`config.mk`:
```
export PLATFORM = sky130hd
export DESIGN_NAME = add_4b
export DESIGN_NICKNAME = d
export VERILOG_FILES = /design/src/rtl/add_pkg.sv /design/src/rtl/add_1b.sv /design/src/rtl/add_4b.sv
export SDC_FILE = /design/constraint.sdc
export NUM_CORES = 1
export LEC_CHECK = 0
export CAP_MARGIN = 20
export CORE_AREA = 2 2 39 41
export DETAILED_ROUTE_END_ITERATION = 8
export DIE_AREA = 0 0 41 43
export GPL_TIMING_DRIVEN = 1
export SLEW_MARGIN = 5
export SYNTH_ARGS = -nofsm -noshare
export SYNTH_HDL_FRONTEND = slang
export SYNTH_HIERARCHICAL = 1
export SYNTH_SLANG_ARGS = --single-unit
export TNS_END_PERCENT = 50
```
`constraint.sdc`:
```
create_clock -name clk -period 9.37 [get_ports clk]
set_input_delay 2.811 -clock clk [delete_from_list [all_inputs] [get_ports clk]]
set_output_delay 2.811 -clock clk [all_outputs]
set_load 0.03 [all_outputs]
```
`src/rtl/add_pkg.sv`:
```
// Shared width and word type for the adder datapath.
package add_pkg;
  localparam int ADD_W = 4;
  typedef logic [ADD_W-1:0] add_word_t;
endpackage

```
`src/rtl/add_1b.sv`:
```
// One-bit full adder; the cell of the ripple chain in add_4b.
module add_1b (
  input  logic a,
  input  logic b,
  input  logic cin,
  output logic s,
  output logic cout
);
  logic p;

  assign p    = a ^ b;
  assign s    = p ^ cin;
  assign cout = (a & b) | (cin & p);
endmodule

```
`src/rtl/add_4b.sv`:
```
// Ripple-carry adder with carry/overflow flags and a registered copy of all results.
module add_4b
  import add_pkg::*;
#(
  parameter int WIDTH = ADD_W
) (
  input  logic [WIDTH-1:0] x,
  input  logic [WIDTH-1:0] y,
  output logic [WIDTH-1:0] out,
  output logic             cout,
  output logic             ovf,
  input  logic             clk,
  input  logic             rst_n,
  output logic [WIDTH-1:0] sum_q,
  output logic             cout_q,
  output logic             ovf_q
);
  logic [WIDTH:0]   c;
  logic [WIDTH-1:0] s;

  // Carry-in tied low; bit i only sees bits <= i, so an X stays above its source.
  assign c[0] = 1'b0;

  for (genvar i = 0; i < WIDTH; i++) begin : g_fa
    add_1b u_fa (
      .a    (x[i]),
      .b    (y[i]),
      .cin  (c[i]),
      .s    (s[i]),
      .cout (c[i+1])
    );
  end

  assign out  = s;
  assign cout = c[WIDTH];
  assign ovf  = c[WIDTH] ^ c[WIDTH-1];

  always_ff @(posedge clk or negedge rst_n) begin
    if (!rst_n) begin
      sum_q  <= '0;
      cout_q <= 1'b0;
      ovf_q  <= 1'b0;
    end else begin
      sum_q  <= out;
      cout_q <= cout;
      ovf_q  <= ovf;
    end
  end
endmodule

```
==> Word level (Yosys, flattened, before mapping) <==
Index checks and enable logic that the tools add are counted.
{ "totals": {"reg_bits": 6, "inputBits": 10, "output_inout_bits": 12} }
{ "op_classes": {"bitwise": 18} }
{ "op_table": {"columns": ["op", "count"], "rows": [
  ["1-bit bitwise XOR", 8],
  ["1-bit bitwise AND", 7],
  ["1-bit bitwise OR", 3]
]} }

==> Depth between registers and ports, before layout <==
Gate-level depths: netlist of run 1.
{ "depth": {"word_depth": 8, "mapped_depth": 5, "depth_no_buf": 5} }

==> Modules after synthesis <==
Netlist of run 1, hierarchy kept.
{ "by_module_without_submodules": {"columns": ["mod", "n_inst", "area_per_inst_um2", "cells_each"], "rows": [
  ["add_4b", 1, 162.7, 8],
  ["add_1b", 4, 20.0, 1]
]} }

==> Worst setup path after synthesis of run 1 <==
OpenSTA, ideal clock, no wires.
{ "synth_path": {"path_kind": "input -> output", "startpoint": "in x[0]", "endpoint": "out ovf", "cell_stages": 5, "t_required_ps": 6559, "n_path_buf": 0, "arrival_time_ps": 5159, "setup_slack_ps": 1400, "cell_sequence": "fa_1 > fa_1 > fa_1 > fa_1 > xor2_1"} }
{ "synth_via": {"elab_chain_len": 8} }
{ "synth_rtl": {"columns": ["element", "line", "source"], "rows": [
  ["start, declared", "add_4b.sv:7", "input logic [WIDTH-1:0] x,"],
  ["1-bit bitwise AND (2 in a row)", "add_1b.sv:13", "assign cout = (a & b) | (cin & p);"],
  ["1-bit bitwise OR", "add_1b.sv:13", null],
  ["net c[2]", "add_4b.sv:18", "logic [WIDTH:0] c;"],
  ["1-bit bitwise AND", "add_1b.sv:13", null],
  ["1-bit bitwise OR", "add_1b.sv:13", null],
  ["net c[3]", "add_4b.sv:18", null],
  ["1-bit bitwise AND", "add_1b.sv:13", null],
  ["1-bit bitwise OR", "add_1b.sv:13", null],
  ["net cout", "add_4b.sv:10", "output logic cout,"],
  ["1-bit bitwise XOR", "add_4b.sv:36", "assign ovf = c[WIDTH] ^ c[WIDTH-1];"],
  ["end, declared", "add_4b.sv:11", "output logic ovf,"]
]} }
The timed path passes the listed nets, and every way through them passes these cells.

==> Worst setup path in the final report of run 1 <==
{ "layout_path": {"startpoint": "in x[0]", "endpoint": "out ovf"} }
{ "layout_via": {"elab_chain_len": 8} }
{ "layout_rtl": {"columns": ["element", "line"], "rows": [
  ["1-bit bitwise AND *", "add_1b.sv:13"],
  ["net c[1]", "add_4b.sv:18"],
  ["1-bit bitwise AND *", "add_1b.sv:13"],
  ["1-bit bitwise OR *", "add_1b.sv:13"],
  ["net c[2]", "add_4b.sv:18"],
  ["1-bit bitwise AND *", "add_1b.sv:13"],
  ["1-bit bitwise OR *", "add_1b.sv:13"],
  ["net c[3]", "add_4b.sv:18"],
  ["1-bit bitwise AND", "add_1b.sv:13"],
  ["1-bit bitwise OR", "add_1b.sv:13"],
  ["1-bit bitwise XOR *", "add_4b.sv:36"]
]} }
Mark *: on every way through the listed nets, which the timed path passes. The rest lies on a longest branch.

==> impl_metrics.yaml, run 1 <==
timing:
  finalCriticalPeriod_ns: 8.70
  finalSetupViolations: 0
  timing.hold.ws_ns: 2.81
  tns_ns: 0
  drv_slew: 0
  final_hold_viol_count: 0
  post-route-period-util_pct: 92.9
  setup_slack_ns: 0.666
  clock.fmax_ghz: 0.115
  rsz0062_at_grt: "false"
global_routing:
  antenna_found_initial: 0
  grt_max_degree: 7
  grtUsageTotal_pct: 9.40
  grt_pass1_vias: 227
  grt_first_pass_wirelength_um: 966
  grt-ovfl-total: 0
clocking:
  clkSinkCount: 6
  cts_buffers: 3
  cts_resized: 0
  post_cts_buffers: 0
  clk_pin_slew_ns: 0.04
  cts_tree: "done"
  cts_buffer_depth: 2
  root_buffer: "clkbuf_4"
  cts_hold_buf: 0
  h-tree-depth: 1
synth:
  synth-compound-area-share_pct: 0
  synth_mux_area_share_pct: 0
  synth-seq-area-share_pct: 61.9
  synth_top_family_by_area: "adder cells"
  synth_nets: 26
  yosysUniqueCellTypes: 4
  synth_fa_ha_area_share_pct: 33.0
  postSynthCellCount: 12
  yosys.area_share.simple_pct: 0
  ys_seq_elements: 6
  synth_xor_area_share_pct: 3.61
  syn_area_um2: 243
  yosys_warnings: 6
  synth_area_per_cell_um2: 20.2
route:
  postRouteAntennaNets: 0
  via_per_inst: 3.81
  drc: 0
  wl_per_cell_um: 11.8
  dr.first_iter.drc_count: 0
  first_pass_iters: 1
  wl_um: 614
  num_vias: 198
setup_path:
  crit_top_cell: "fa_1"
  crit_arrival_ns: 5.89
  critPathMaxStageDelay_ns: 0.71
  cp.required_ns: 6.56
  crit_cells: 7
  crit_family: "adder cells"
  path_cells: "clkdlybuf4s50_1 > fa_1 > fa_1 > fa_1 > fa_1 > xor2_1 > clkdlybuf4s50_1"
  cp_max_fo: 3
  path_buf_inv: 2
  cp-start-kind: "primary input"
  cp-end-kind: "output pin"
  slowest_stage: "clkdlybuf4s50_1"
  crit_type: "in -> out"
finish:
  multi_input_area_um2: 92.6
  regArea_um2: 150
  fin_area_um2: 495
  nets: 52
  syn2layout_area_growth_pct: 104
  nFillCells: 146
  antennaDiodeCount: 0
  drive_gt1_share_pct: 8.33
  final_util_pct: 35.8
floorplan:
  row_count: 14
  core_um2: 1380
  initial_core_util_pct: 17.5
  die_w_um: 41
  die_area_um2: 1760
  fp.dieH_um: 43
  pin_count: 22
pwr:
  leakage_nw: 0.203
  power_density_nw_per_um2: 203
  ir_drop_mv: 0.0699
placed_design:
  place_ws_ns: 0.647
  globalplace.congestion: 0.673
  io_buffers: 21
  postPlaceCellArea_um2: 473
status:
  status: "complete, no violations"
run:
  cap_viol_max_count: 0
hold_path:
  min_path_type: "in -> async"
==> Yosys cell counts <==
library cell  n  area [um2]
conb_1        1        3.75
dfrtp_1       6         150
fa_1          4        80.1
xor2_1        1        8.76
==> final cells by class <==
type                       count  area share (%)
sequential                     6            30.3
timing repair buffer          21            42.4
clock buffer                   3            4.55
multi-input combinational      6            18.7
tap                           16            4.04
==> worst max path at each step <==
| stage | endpoint | from |
|---|---|---|
| 2_1_floorplan | ovf | x[0] |
| 3_3_place_gp | ovf | x[0] |
| 3_5_place_dp | ovf | x[0] |
| 4_1_cts | ovf | x[0] |
| 5_1_grt | ovf | x[0] |
| 6_report | ovf | x[0] |
==> layout by cell type, fill, tap and decap left out <==
| cell | Yosys | layout |
|---|---|---|
| conb_1 | 1 | 1 |
| dfrtp_1 | 6 | 6 |
| xor2_1 | 1 | 1 |
| clkdlybuf4s50_1 | 0 | 21 |
| fa_1 | 4 | 4 |
| clkbuf_4 | 0 | 3 |
==> cell families after synthesis <==
family	count (synthesis)
other	1
adders and majority gates	4
xor gates and xnor gates	1
DFF	6
==> power breakdown <==
part / switching, mW / total (mW) / internal (mW)
clock: 0.00764 / 0.0220 / 0.0144
sequential: 0.00100 / 0.0313 / 0.0303
combinational: 0.0265 / 0.0472 / 0.0207
==> metrics by stage <==
step           instances  total power [mW]
6_report              52             0.101
5_1_grt               52             0.107
4_1_cts               52             0.103
3_5_place_dp          49            0.0796
3_3_place_gp          49            0.0787
2_1_floorplan         12            0.0572
==> sequential cells by signal (all words and copies together) (netlist names) <==
name    cells
cout_q      1
ovf_q       1
sum_q       4
==> layer usage <==
layer / track usage, % / part of all wire (%) / routed length (um)
met1: 8.50 / 35 / 215
met2: 12.8 / 43 / 264
met3: 5.76 / 17 / 103
met4: 10.0 / 5.0 / 31
met5: 0 / 0 / 0
(Power assumes the default switching activity.)
==> run 2, diff against run 1 <==
Settings changed: RECOVER_POWER from default to 50.
==> run 2 against run 1 <==
  * Flip-flop and latch count stayed put
  * Routed wire length is 0.16% lower
  * Worst hold slack better by 0.071 ns
  * Sequential power hardly changed
  * Utilization stayed put
  * First-iteration DRC count stayed put
  * Count of clock-buffer cells in the layout stayed put
  * Clock power hardly changed
  * Fmax is 1.5% lower
  * Non-clock buffer count stayed put
  * Total power is 1.8% lower
  * Combinational power is 3% lower
  * Critical path type unchanged
  * Critical endpoint unchanged
==> impl_metrics.yaml, run 2 (synthesis gave the netlist of run 1 again) <==
pwr:
  switching_share_pct: 35.4
  combPwrFrac_pct: 46.2
  power_frac_clock_pct: 22.3
  p_seq_share_pct: 31.5
  ir_drop_mv: 0.0693
  leakage_nw: 0.204
  internal-power_mw: 0.0638
  power_density_nw_per_um2: 199
  switchingPower_mw: 0.0350
clocking:
  cts_buffers: 3
  root_buffer: "clkbuf_4"
  cts_tree: "done"
  cts_buffer_depth: 2
  clkSinkCount: 6
  post_cts_buffers: 0
  clk_pin_slew_ns: 0.04
  h-tree-depth: 1
  cts_hold_buf: 0
  cts_resized: 0
finish:
  final_cell_mix: "clkdlybuf4s50_1 (14), dlygate4sd3_1 (7), dfrtp_1 (6)"
  nFillCells: 146
  nets: 52
  largest_reg_flops: 4
  multi_input_area_um2: 92.6
  syn2layout_area_growth_pct: 104
  drive_gt1_share_pct: 8.33
  reg_top3: "sum_q: 4 flops, cout_q: 1 flops, ovf_q: 1 flops"
  mostFrequentLayoutCell: "clkdlybuf4s50_1"
  fin_area_um2: 495
  regArea_um2: 150
  antennaDiodeCount: 0
  regMostFlops: "sum_q"
floorplan:
  initial_core_util_pct: 17.5
  die_w_um: 41
  fp.dieH_um: 43
  die_area_um2: 1760
  row_count: 14
  pin_count: 22
  core_um2: 1380
route:
  wl_per_cell_um: 11.8
  via_per_inst: 3.81
  num_vias: 198
  postRouteAntennaNets: 0
  wl_um: 613
  first_pass_iters: 1
  dr.first_iter.drc_count: 0
  drc: 0
setup_path:
  crit_top_cell: "fa_1"
  cp-start-kind: "primary input"
  slowest_stage: "clkdlybuf4s50_1"
  cp_max_fo: 3
  cp.required_ns: 6.56
  crit_type: "in -> out"
  cp-end-kind: "output pin"
  path_cells: "dlygate4sd3_1 > fa_1 > fa_1 > fa_1 > fa_1 > xor2_1 > clkdlybuf4s50_1"
  crit_arrival_ns: 6.02
  critPathMaxStageDelay_ns: 0.71
status:
  status: "complete, no violations"
global_routing:
  grt_max_degree: 7
  grt_first_pass_wirelength_um: 966
  antenna_found_initial: 0
  grt-ovfl-total: 0
  grt_pass1_vias: 227
  grtUsageTotal_pct: 9.40
timing:
  tns_ns: 0
  rsz0062_at_grt: "false"
  finalCriticalPeriod_ns: 8.83
  post-route-period-util_pct: 94.3
  finalSetupViolations: 0
  drv_slew: 0
  final_hold_viol_count: 0
  clock.fmax_ghz: 0.113
placed_design:
  postPlaceCellArea_um2: 473
  globalplace.congestion: 0.673
  io_buffers: 21
run:
  cap_viol_max_count: 0
hold_path:
  min_path_type: "in -> async"
==> run 2: changes by cell type in the layout (fill, tap and decap cells not counted) <==
cell / before / now
clkdlybuf4s50_1: 21 / 14
dlygate4sd3_1: 0 / 7
==> run 2: worst max-delay path by stage <==
| stage | start | end | slack (ns) | cells past startpoint |
|---|---|---|---|---|
| after floorplan | x[0] | ovf | 1.40 | 5 |
| after global placement | x[0] | ovf | 0.72 | 7 |
| after detailed placement | x[0] | ovf | 0.65 | 7 |
| after CTS | x[0] | ovf | 0.63 | 7 |
| after global routing | x[0] | ovf | 0.39 | 7 |
| final | x[0] | ovf | 0.54 | 7 |
==> run 2: cell type report <==
class                      instances  area share (%)
sequential                         6            30.3
tap                               16            4.04
timing repair buffer              21            42.4
clock buffer                       3            4.55
multi-input combinational          6            18.7
==> run 2: worst max-delay path: cells and delay by family <==
kind,cells,cell delay [ns]
buffers and inverters,2,1.28
adders and majority gates,4,1.71
xor gates and xnor gates,1,0.22
==> run 2: stage by stage <==
step | power [mW] | hold WS [ns] | utilization (%) | std cells | worst slack (ns)
6_report | 0.0987 | 2.88 | 35.8 | 52 | 0.538
5_1_grt | 0.105 | 2.89 | 35.8 | 52 | 0.393
4_1_cts | 0.103 | 2.80 | 35.8 | 52 | 0.631
3_5_place_dp | 0.0796 | 3.06 | 34.2 | 49 | 0.647
3_3_place_gp | 0.0787 | 3.05 | 34.2 | 49 | 0.719
2_1_floorplan | 0.0572 | 2.52 | - | 12 | 1.40
==> run 2: power by group through the flow <==
stage          Sequential (mW)  Clock, mW  Combinational (mW)
3_5_place_dp            0.0318          0              0.0477
6_report                0.0311     0.0220              0.0456
5_1_grt                 0.0316     0.0246              0.0487
4_1_cts                 0.0315     0.0234              0.0480
2_1_floorplan           0.0411          0              0.0161
3_3_place_gp            0.0317          0              0.0471
==> run 2: layer usage <==
layer / track usage (%) / share of wire (%) / wire, um / up-vias
met5: 0 / 0 / 0 / -
met4: 10.0 / 5.1 / 31 / 0
met3: 5.76 / 17 / 102 / 4
met2: 12.8 / 43 / 264 / 24
met1: 8.50 / 35 / 214 / 87
li1: - / - / - / 83
==> run 3, diff against run 2 <==
Settings changed: SYNTH_HIERARCHICAL 1 to default.
==> run 3 against run 2 <==
  * Combinational power fell by 9.4%
  * Fmax grew 6.2%
  * Synthesized cell count grew 110%
  * Critical path type unchanged
  * Largest power group unchanged
==> impl_metrics.yaml, run 3 <==
synth:
  yosys-top-cells-count: "inv_1 (10), dfrtp_1 (6), buf_4 (4)"
  synth.area.top_cells: "dfrtp_1 (50%), fa_1 (20%), inv_1 (13%)"
  synth-seq-area-share_pct: 50.2
  async_flop_share_pct: 100
  postSynthCellCount: 25
  synth_nets: 39
  ys_seq_elements: 6
  synth_ff_type: "dfrtp_1"
  yosysUniqueCellTypes: 6
  yosys_warnings: 0
  syn_area_um2: 299
  yosysTopAreaCell: "dfrtp_1"
  synth_area_per_cell_um2: 12.0
  synth_top_area_share_pct: 50.2
  post-synth-top-count-cell: "inv_1"
  synth_edf_count: 0
floorplan:
  row_count: 14
  die_w_um: 41
  pin_count: 22
  initial_core_util_pct: 21.6
  fp.dieH_um: 43
  core_um2: 1380
  die_area_um2: 1760
placed_design:
  hpwl_um: 436
  place_ws_ns: 1.12
  globalplace.congestion: 0.666
  io_buffers: 21
timing:
  worstMarginPinSlew_ns: 0.312
  finalCriticalPeriod_ns: 8.32
  finalSetupViolations: 0
  setup_slack_ns: 1.05
  tns_ns: 0
  clock.fmax_ghz: 0.120
  drv_slew: 0
  post-route-period-util_pct: 88.8
  timing.slew.headroom_pct: 79.1
  final_hold_viol_count: 0
  rsz0062_at_grt: "false"
run:
  cap_viol_max_count: 0
finish:
  final_cell_mix: "clkdlybuf4s50_1 (15), inv_1 (10), dfrtp_1 (6), dlygate4sd3_1 (6)"
  regArea_um2: 150
  regMostFlops: "sum_q"
  multi_input_area_um2: 81.3
  syn2layout_area_growth_pct: 74.5
  drive_gt1_share_pct: 6.67
  mostFrequentLayoutCell: "clkdlybuf4s50_1"
  largest_reg_flops: 4
  nets: 61
  reg_top3: "sum_q: 4 flops, cout_q: 1 flops, ovf_q: 1 flops"
  nFillCells: 153
  antennaDiodeCount: 0
setup_path:
  cp-end-kind: "output pin"
  crit_cells: 10
  cp.required_ns: 6.56
  worstSetupEndpoint: "ovf"
  path_cells: "dlygate4sd3_1 > ha_1 > inv_1 > fa_1 > inv_1 > fa_1 > inv_1 > fa_1 > xnor2_1 > clkdlybuf4s50_1"
  cp-start-kind: "primary input"
  slowest_stage: "clkdlybuf4s50_1"
  crit_family: "buffers and inverters"
  cp_max_fo: 2
  cp-startpoint: "y[0]"
  path_buf_inv: 5
  crit_type: "in -> out"
  critPathMaxStageDelay_ns: 0.71
  crit_arrival_ns: 5.51
clocking:
  post_cts_buffers: 0
  cts_buffer_depth: 2
  cts_resized: 0
  clk_pin_slew_ns: 0.04
  cts_hold_buf: 0
  cts_tree: "done"
  h-tree-depth: 1
  clkSinkCount: 6
  cts_buffers: 3
  root_buffer: "clkbuf_4"
route:
  dr.first_iter.drc_count: 0
  via_per_inst: 3.43
  first_pass_iters: 1
  num_vias: 209
  drc: 0
  wl_um: 469
  wl_per_cell_um: 7.69
  postRouteAntennaNets: 0
hold_path:
  min_path_type: "in -> async"
pwr:
  ir_drop_mv: 0.0521
  leakage_nw: 0.250
  power_density_nw_per_um2: 180
global_routing:
  grt-ovfl-total: 0
  antenna_found_initial: 0
  grtUsageTotal_pct: 6.90
  grt_pass1_vias: 197
  grt_max_degree: 7
  grt_first_pass_wirelength_um: 724
status:
  status: "complete, no violations"
-- run 3: kinds of logic after synthesis --
kind of cell | count (synthesis) | share of synthesized area (%)
buffers and inverters | 14 | 22.6
flip-flops | 6 | 50.2
adder cells (fa/ha/maj) | 4 | 24.3
XOR/XNOR | 1 | 2.93
-- run 3: power breakdown --
part | leakage, nW | internal [mW] | switching, mW
clock network | 0.0138 | 0.0144 | 0.00779
logic | 0.167 | 0.0176 | 0.0237
registers | 0.0701 | 0.0298 | 0.000692
total | 0.250 | 0.0619 | 0.0322
-- run 3: per-layer routing --
metal | vias up | global-route usage, % | wire length (um)
li1 | 103 | - | -
met1 | 90 | 8.31 | 183
met2 | 14 | 7.81 | 231
met3 | 2 | 0 | 34
met4 | 0 | 12.0 | 19
met5 | - | 0 | 0
-- run 3: metrics by stage --
step	hold slack [ns]	utilization, %	instance area (um2)	instances	power (mW)
6_report	2.88	37.7	522	61	0.0940
5_1_grt	2.90	37.7	522	61	0.100
4_1_cts	2.80	37.7	522	61	0.0977
3_5_place_dp	3.06	36.1	499	58	0.0742
3_3_place_gp	3.07	36.1	499	58	0.0741
2_1_floorplan	2.52	-	299	25	0.0572
-- run 3: layout make-up --
type / instances / area share (%)
well taps: 16 / 3.84
flip-flops and latches: 6 / 28.8
clock buffers: 3 / 4.32
inverters: 10 / 7.19
repair buffers: 21 / 40.3
multi-input cells: 5 / 15.6
-- run 3: how the worst min path moves through the flow --
stage,to,slack [ns],from
after global routing,sum_q[3]$_DFF_PN0_,2.90,rst_n
after global placement,cout_q$_DFF_PN0_,3.07,rst_n
after detailed placement,sum_q[3]$_DFF_PN0_,3.06,rst_n
after CTS,sum_q[2]$_DFF_PN0_,2.80,rst_n
final,sum_q[2]$_DFF_PN0_,2.88,rst_n
after floorplan,cout_q$_DFF_PN0_,2.52,rst_n
